==> src/rtl/serial_subtractor.sv <==
// rtl/serial_subtractor.sv - bit-serial a - b - bin with start/done valid-ready handshakes
module serial_subtractor #(
    parameter int WIDTH = 8
) (
    input  logic             clk,
    input  logic             rst,
    input  logic             start_valid,
    output logic             start_ready,
    input  logic [WIDTH-1:0] a,
    input  logic [WIDTH-1:0] b,
    input  logic             bin,
    output logic [WIDTH-1:0] diff,
    output logic             bout,
    output logic             done_valid,
    input  logic             done_ready,
    output logic             busy
);

    localparam int CW = $clog2(WIDTH) + 1;

    typedef enum logic [1:0] {
        IDLE = 2'd0,
        RUN  = 2'd1,
        DONE = 2'd2
    } state_t;

    state_t state, state_next;

    logic [WIDTH-1:0] sa, sb, pr;
    logic             br;
    logic [CW-1:0]    cnt;

    logic             x, y, d, br_next, last_bit;
    logic [WIDTH-1:0] pr_next;

    // Full-subtractor cell on the current LSBs; the result bit enters pr from the top.
    always_comb begin
        x        = sa[0];
        y        = sb[0];
        d        = x ^ y ^ br;
        br_next  = (~x & y) | (~(x ^ y) & br);
        pr_next  = {d, pr[WIDTH-1:1]};
        last_bit = (cnt == CW'(WIDTH - 1));
    end

    always_ff @(posedge clk) begin
        if (rst) begin
            state <= IDLE;
        end else begin
            state <= state_next;
        end
    end

    always_comb begin
        state_next = state;
        case (state)
            IDLE:    if (start_valid) state_next = RUN;
            RUN:     if (last_bit)    state_next = DONE;
            DONE:    if (done_ready)  state_next = IDLE;
            default: state_next = IDLE;
        endcase
    end

    always_ff @(posedge clk) begin
        if (rst) begin
            sa         <= '0;
            sb         <= '0;
            pr         <= '0;
            br         <= 1'b0;
            cnt        <= '0;
            diff       <= '0;
            bout       <= 1'b0;
            done_valid <= 1'b0;
        end else begin
            case (state)
                IDLE: begin
                    if (start_valid) begin
                        sa  <= a;
                        sb  <= b;
                        br  <= bin;
                        cnt <= '0;
                    end
                end
                RUN: begin
                    sa  <= sa >> 1;
                    sb  <= sb >> 1;
                    pr  <= pr_next;
                    br  <= br_next;
                    cnt <= cnt + 1'b1;
                    // Results are published only on the final bit so they stay stable otherwise.
                    if (last_bit) begin
                        diff       <= pr_next;
                        bout       <= br_next;
                        done_valid <= 1'b1;
                    end
                end
                DONE: begin
                    if (done_ready) done_valid <= 1'b0;
                end
                default: ;
            endcase
        end
    end

    assign start_ready = (state == IDLE);
    assign busy        = (state != IDLE);

endmodule

==> config.mk <==
export PLATFORM = sky130hd
export DESIGN_NAME = serial_subtractor
export DESIGN_NICKNAME = d
export VERILOG_FILES = /design/src/rtl/serial_subtractor.sv
export SDC_FILE = /design/constraint.sdc
export NUM_CORES = 1
export LEC_CHECK = 0
export ABC_AREA = 1
export CAP_MARGIN = 20
export CELL_PAD_IN_SITES_DETAIL_PLACEMENT = 1
export CELL_PAD_IN_SITES_GLOBAL_PLACEMENT = 1
export CORE_ASPECT_RATIO = 0.6
export CORE_MARGIN = 2
export CORE_UTILIZATION = 34
export CTS_BUF_LIST = sky130_fd_sc_hd__clkbuf_8
export CTS_CLUSTER_DIAMETER = 60
export DETAILED_ROUTE_END_ITERATION = 8
export MAX_ROUTING_LAYER = met4
export PLACE_DENSITY_LB_ADDON = 0.1
export SYNTH_ARGS = -nofsm -noshare
export SYNTH_HDL_FRONTEND = slang
export SYNTH_SLANG_ARGS = --single-unit
==> constraint.sdc <==
create_clock -name clk -period 1.2 [get_ports clk]
set_input_delay 0.24 -clock clk [delete_from_list [all_inputs] [get_ports clk]]
set_output_delay 0.24 -clock clk [all_outputs]
set_load 0.05 [all_outputs]
==> implementation parameters, run 1 <==
Parameter                              Value

Critical path
  Master of the slowest instance on the critical path    sky130_fd_sc_hd__dfxtp_4
  Startpoint of the worst-slack reg-to-reg timing path    state[0]
  Worst Setup End Kind    primary output
  Nature of the critical path startpoint    register
  Top delay family on crit path    flip-flops
  Largest stage delay on the critical path    360 ps
  Worst Path Class, Setup    reg -> out
  Largest fanout on the critical path    4
  Launch point of the critical path    state[0]
  Worst Path Arrival    1110 ps
  Required time worst endpoint    960 ps
  Cell Chain, Critical Path    nor2_4 -> buf_6 -> buf_12
  Worst path bufs/invs    2

Route
  Number of search-and-repair iterations in the first detailed-routing pass    4
  Initial DRC count    62
  Final wirelength    about 5.3 mm
  DRC Markers    0
  Via density per instance    between 4 and 5
  Routed length per placed instance    approximately 14 um
  Total number of vias    1,793
  Remaining antenna violation count    0

CTS
  Clock buffer count from CTS    5
  Library cell used as clock root buffer    sky130_fd_sc_hd__clkbuf_8
  CTS Buffer Depth    2
  CTS clk-pin slew, worst paths    approximately 80 ps
  Number of clock sinks    40
  CTS tree    built
  Clock insertion delay at the later pin of the skew report    300 ps
  Total number of H-tree levels    2

Synthesis
  Number of warnings reported in the yosys synthesis log    0
  Cell type contributing the most total cell area after synthesis    sky130_fd_sc_hd__dfxtp_1
  Most area-consuming cells after synthesis    sky130_fd_sc_hd__dfxtp_1 (45%), sky130_fd_sc_hd__nor2_1 (14%), sky130_fd_sc_hd__nand2_1 (12%)
  Nets in the synthesized netlist    287
  Synthesized netlist cell count    between 200 and 300
  Share of synthesized area occupied by flip-flops and latches    0.446
  Netlist area before placement    0.00180 mm^2
  Post-Synthesis Mean Instance Area    6.81 um^2
  Synth cell types    21
  Share of the synthesized area in the top cell type    0.446
  Yosys reg bits    40

Outcome
  Violations in the final reports    negative setup slack
  Run status    finished, violations left

Timing
  Final setup viols    28
  Max Clock Freq    between 700 and 800 MHz
  Total negative slack for setup checks    -1810 ps
  Worst slew margin    0.838
  Max Slew Vio Count    0
  Worst-case clock skew    4.47 ps
  Least-Margin Pin Slew    242 ps
  Unrepaired setup endpoints after global routing    yes
  Minimum period implied by the final worst setup slack    about 1400 ps
  Period utilization    1.13
  Setup slack after layout    -151 ps
  Number of failing hold endpoints at the final stage    0

Floorplan
  I/O pin count    33
  Core Footprint    0.00508 mm^2
  Die Outline Area    between 0.005 and 0.006 mm^2
  X dimension of the die    97.9 um
  Die Y    60.3 um
  Placement Rows    20
  Starting density of the core    0.354

Placement
  Placement-stage cell area    0.00241 mm^2
  Placed cell count    369
  Sum of net half-perimeters after detailed placement    3.40 mm
  Buffers on Ports    32
  Routability-driven placement congestion ratio    just over 0.7

Final layout
  Synthesis-to-layout area growth    51.2%
  Diode count    0
  Layout cell share with drive strength beyond 1    0.227
  Post-route cell area    0.00272 mm^2
  Fin nets    between 300 and 400
  Post-route insts no fill    388

Global route
  Initial antenna violation count    0
  Global-route wire length before repair    8.51 mm
  Via count of the first global-routing pass    1,735
  Overflow left after global routing    0
  Largest net degree at the start of global routing    19
  GRT Util Overall    0.196

Run
  Max-capacitance violation count    0

Power
  Leakage power figure    roughly 1.2 nW
  Areal power density over the cells    1080 mW/mm^2
  Largest vdd supply drop    0.567 mV

Min path
  Hold path startpoint    sa[7]
  Type of the tightest min-delay check    reg -> reg
[flip-flops by register name, summed over array words and instances (netlist names)]
signal,flops
done_valid,1
sb,8
state,2
pr,7
bout,1
br,1
diff,8
sa,8
cnt,4
[stage by stage]
step	utilization	power (W)	hold WS [ps]	setup slack, ps
after floorplan	-	0.00174	383	-9.99
after global placement	0.475	0.00192	438	-228
after detailed placement	0.475	0.00193	444	-257
after CTS	0.521	0.00294	455	-161
after global routing	0.535	0.00310	502	-210
final	0.535	0.00295	470	-151
[Yosys cell counts (all sizes together)]
cell type and n:
dfxtp 40, buf 10, nand3b 5, o21a 1, a21oi 10, nor3 1, nand3 25, inv 27
nor2 69, nand2 61, fa 1, ha 1, o21ai 10, clkbuf 3
[final timing paths]
kind	end	slack [ps]	cells after the start
setup / recovery	start_ready	-150	3
hold / removal	sa[7]	470	2
setup reg to reg	sa[1]	-110	9
hold reg to reg	sa[7]	470	2
[tightest hold or removal path: stages (launching register included)]
cell and delay, ps:
sky130_fd_sc_hd__dfxtp_1 310, sky130_fd_sc_hd__nand2_1 60, sky130_fd_sc_hd__a21oi_1 50
[power breakdown]
part / switching, W / leakage, nW / internal, W / total, W
clock: 0.000472 / 0.0538 / 0.000452 / 0.000924
combinational: 0.000301 / 0.792 / 0.000293 / 0.000594
sequential: 0.0000380 / 0.329 / 0.00139 / 0.00143
[what timing repair did]
item / 4_1_cts / 5_1_grt
pin swaps: 6 / 4
endpoints found under the hold margin: 0 / 0
setup endpoints to repair: 20 / 41
setup buffers: 6 / 2
cloned: 3 / 0
gates resized for setup: 18 / 19
hold buffers: 0 / 0
[area by class of cell]
class,instances,area (um^2)
clock buffer,6,82.6
sequential,40,811
timing repair buffer,63,756
clock inverter,2,7.51
tap,66,82.6
inverter,27,105
multi-input combinational,184,872
fill,629,2360
[logic make-up (layout without fill, tap and decap cells)]
kind of cell             after synthesis  count (layout)  synth area share
buffers and inverters                 40              98             0.102
AND/OR/NAND/NOR                      161             161             0.375
flip-flops                            40              40             0.446
adder cells (fa/ha/maj)                2               2            0.0181
AO/OA/AOI/OAI                         21              21            0.0599
[placed cells by master, fill, tap and decap left out]
| master | Yosys | layout |
|---|---|---|
| sky130_fd_sc_hd__a21oi_2 | 0 | 1 |
| sky130_fd_sc_hd__nor2_4 | 1 | 3 |
| sky130_fd_sc_hd__nand3b_1 | 5 | 5 |
| sky130_fd_sc_hd__clkdlybuf4s50_1 | 0 | 20 |
| sky130_fd_sc_hd__o21ai_2 | 0 | 2 |
| sky130_fd_sc_hd__inv_1 | 26 | 25 |
| sky130_fd_sc_hd__o21a_1 | 1 | 1 |
| sky130_fd_sc_hd__dfxtp_2 | 0 | 2 |
| sky130_fd_sc_hd__dfxtp_4 | 0 | 2 |
| sky130_fd_sc_hd__buf_6 | 2 | 8 |
| sky130_fd_sc_hd__o21ai_1 | 1 | 4 |
| sky130_fd_sc_hd__ha_4 | 0 | 1 |
| sky130_fd_sc_hd__clkinvlp_4 | 0 | 1 |
| sky130_fd_sc_hd__buf_4 | 3 | 20 |
| sky130_fd_sc_hd__buf_12 | 0 | 13 |
| sky130_fd_sc_hd__nor2_1 | 67 | 65 |
| sky130_fd_sc_hd__o21ai_0 | 9 | 4 |
| sky130_fd_sc_hd__nor3_1 | 1 | 1 |
| sky130_fd_sc_hd__nand3_1 | 25 | 24 |
| sky130_fd_sc_hd__buf_16 | 0 | 2 |
| sky130_fd_sc_hd__a21oi_1 | 10 | 9 |
| sky130_fd_sc_hd__nand3_2 | 0 | 1 |
| sky130_fd_sc_hd__inv_2 | 1 | 3 |
| sky130_fd_sc_hd__nand2_1 | 58 | 54 |
| sky130_fd_sc_hd__clkbuf_8 | 0 | 6 |
| sky130_fd_sc_hd__fa_1 | 1 | 1 |
| sky130_fd_sc_hd__nor2_2 | 1 | 1 |
| sky130_fd_sc_hd__dfxtp_1 | 40 | 36 |
| sky130_fd_sc_hd__nand2_4 | 0 | 1 |
| sky130_fd_sc_hd__nand2_2 | 3 | 6 |
[layer usage]
layer / up-vias / track usage / share of wire
li1: 930 / - / -
met1: 830 / 0.257 / 0.51
met2: 26 / 0.294 / 0.44
met3: 7 / 0.0573 / 0.040
met4: 0 / 0.0595 / 0.011
met5: - / - / 0
No activity file was read; power rests on OpenSTA's default activity.
==> run 2, diff against run 1 <==
--- a/config.mk
+++ b/config.mk
@@ -17,6 +17,7 @@
 export DETAILED_ROUTE_END_ITERATION = 8
 export MAX_ROUTING_LAYER = met4
 export PLACE_DENSITY_LB_ADDON = 0.1
+export REMOVE_ABC_BUFFERS = 1
 export SYNTH_ARGS = -nofsm -noshare
 export SYNTH_HDL_FRONTEND = slang
 export SYNTH_SLANG_ARGS = --single-unit
==> implementation parameters, run 2 (synthesis results as in run 1) <==
Parameter                              Value

Route
  DRC Markers    0 (unchanged)
  Met1 wire length    2.93 mm (was 2.70 mm)
  Initial DRC count    39 (was 62)
  Routed length per placed instance    14.9 um (was 13.6 um)
  Highest metal layer with signal wires    met4 (unchanged)
  Remaining antenna violation count    0 (unchanged)
  Number of search-and-repair iterations in the first detailed-routing pass    4 (unchanged)
  Via density per instance    4.79 (was 4.62)
  Sum of met2 wire segment lengths after detailed routing    2.73 mm (was 2.31 mm)
  Met3 Wirelength    196 um (was 209 um)
  Total number of vias    1,886 (was 1,793)
  Final wirelength    5.88 mm (was 5.28 mm)

Global route
  GRT Util Overall    0.198 (was 0.196)
  Initial antenna violation count    0 (unchanged)
  Via count of the first global-routing pass    1,788 (was 1,735)
  Overflow left after global routing    0 (unchanged)
  Largest net degree at the start of global routing    24 (was 19)
  Global-route wire length before repair    8.76 mm (was 8.51 mm)

Final layout
  Flip-flop and latch area    816 um^2 (was 811 um^2)
  Most frequent cells in the layout    sky130_fd_sc_hd__nor2_1 (64), sky130_fd_sc_hd__nand2_1 (34), sky130_fd_sc_hd__dfxtp_1 (34) (was sky130_fd_sc_hd__nor2_1 (65), sky130_fd_sc_hd__nand2_1 (54), sky130_fd_sc_hd__dfxtp_1 (36))
  Footprint of the multi-input gates    985 um^2 (was 872 um^2)
  Layout cell share with drive strength beyond 1    0.345 (was 0.227)
  Synthesis-to-layout area growth    61.9% (was 51.2%)
  Most common cell after layout, fill and taps aside    sky130_fd_sc_hd__nor2_1 (unchanged)
  Diode count    0 (unchanged)
  Largest registers in the final layout    diff: 8 flops, sa: 8 flops, sb: 8 flops (unchanged)
  Count of filler cells inserted in the layout    637 (was 629)
  Core occupancy in the finished layout    0.573 (was 0.535)
  Fin nets    350 (was 344)

CTS
  Number of clock sinks    40 (unchanged)
  CTS clk-pin slew, worst paths    90 ps (was 80 ps)
  CTS tree    built (unchanged)
  Total number of H-tree levels    2 (unchanged)
  CTS Buffer Depth    2 (unchanged)
  Library cell used as clock root buffer    sky130_fd_sc_hd__clkbuf_8 (unchanged)
  Clock insertion delay at the later pin of the skew report    300 ps (about the same)
  Clock buffer count from CTS    5 (unchanged)
  Post-CTS Hold Fix Bufs    0 (unchanged)

Critical path
  Worst Path Class, Setup    reg -> out (unchanged)
  Worst Path Arrival    1100 ps (was 1110 ps)
  Nature of the critical path startpoint    register (unchanged)
  Largest fanout on the critical path    4 (unchanged)
  Required time worst endpoint    960 ps (about the same)
  Worst Setup End Kind    primary output (unchanged)
  FF-to-FF setup slack    -100 ps (was -110 ps)

Power
  Largest vdd supply drop    0.777 mV (was 0.567 mV)
  Tot Pwr    0.00324 W (was 0.00295 W)
  Areal power density over the cells    1110 mW/mm^2 (was 1080 mW/mm^2)
  Leakage power figure    1.28 nW (was 1.17 nW)

Timing
  Final setup viols    27 (was 28)
  Worst slew margin    0.831 (was 0.838)
  Max Slew Vio Count    0 (unchanged)
  Least-Margin Pin Slew    251 ps (was 242 ps)
  Worst-case clock skew    12.1 ps (was 4.47 ps)
  Max Clock Freq    746 MHz (was 740 MHz)
  Worst Hold Margin    488 ps (was 470 ps)
  Unrepaired setup endpoints after global routing    yes (unchanged)
  Total negative slack for setup checks    -1580 ps (was -1810 ps)
  Setup slack after layout    -141 ps (was -151 ps)
  Number of failing hold endpoints at the final stage    0 (unchanged)
  Minimum period implied by the final worst setup slack    1340 ps (was 1350 ps)
  Period utilization    1.12 (was 1.13)

Outcome
  Violations in the final reports    negative setup slack (unchanged)
  Run status    finished, violations left (unchanged)

Placement
  Routability-driven placement congestion ratio    0.804 (was 0.728)
  Post-Place Setup Slack    -307 ps (was -257 ps)
  Buffers on Ports    32 (unchanged)
  Sum of net half-perimeters after detailed placement    3.57 mm (was 3.40 mm)

Run
  Max-capacitance violation count    0 (unchanged)

Floorplan
  I/O pin count    33 (unchanged)
  Core Footprint    0.00508 mm^2 (unchanged)
  Die Outline Area    0.00590 mm^2 (unchanged)
  Starting density of the core    0.354 (unchanged)
  Placement Rows    20 (unchanged)
  X dimension of the die    97.9 um (unchanged)
  Die Y    60.3 um (unchanged)

Min path
  Type of the tightest min-delay check    reg -> reg (unchanged)
==> run 2: area by class of cell <==
| cell class | instances | share of cell area |
|---|---|---|
| clock buffer | 5 | 0.0237 |
| clock inverter | 3 | 0.0133 |
| inverter | 27 | 0.0366 |
| multi-input combinational | 184 | 0.338 |
| sequential | 40 | 0.280 |
| tap | 66 | 0.0284 |
| timing repair buffer | 69 | 0.279 |
==> run 2: metal layers <==
layer / up-vias / GRT usage
li1: 933 / -
met1: 916 / 0.267
met2: 32 / 0.312
met3: 5 / 0.0456
met4: 0 / 0.0298
met5: - / -
==> run 2: through the flow <==
stage / std cells / instance area, um^2
final: 394 / 2910
after detailed placement: 371 / 2420
after CTS: 391 / 2710
after global routing: 394 / 2910
after floorplan: 251 / 1720
after global placement: 371 / 2420
==> run 2: where the power goes <==
part	total [W]	leakage [nW]	switching [W]	internal, W
Clock	0.00112	0.0593	0.000506	0.000610
Sequential	0.00144	0.330	0.0000459	0.00139
Combinational	0.000688	0.892	0.000348	0.000339
==> run 2: worst max-delay path: stages, from the launching register on <==
cell and delay, ps:
sky130_fd_sc_hd__dfxtp_4 370, sky130_fd_sc_hd__nor2_4 120, sky130_fd_sc_hd__buf_12 130, sky130_fd_sc_hd__inv_4 30
sky130_fd_sc_hd__buf_8 140
==> run 2: path summary, 6_finish.rpt <==
check,from,endpoint,cells past startpoint
setup / recovery,state[0],busy,4
hold / removal,sa[7],sa[7],2
setup reg to reg,state[0],sa[0],9
hold reg to reg,sa[7],sa[7],2
==> run 2: repair_timing <==
action,4_1_cts,5_1_grt
pin swaps,7,28
cloned,2,0
setup buffers,10,4
resized for setup,34,55
setup endpoints to repair,29,38
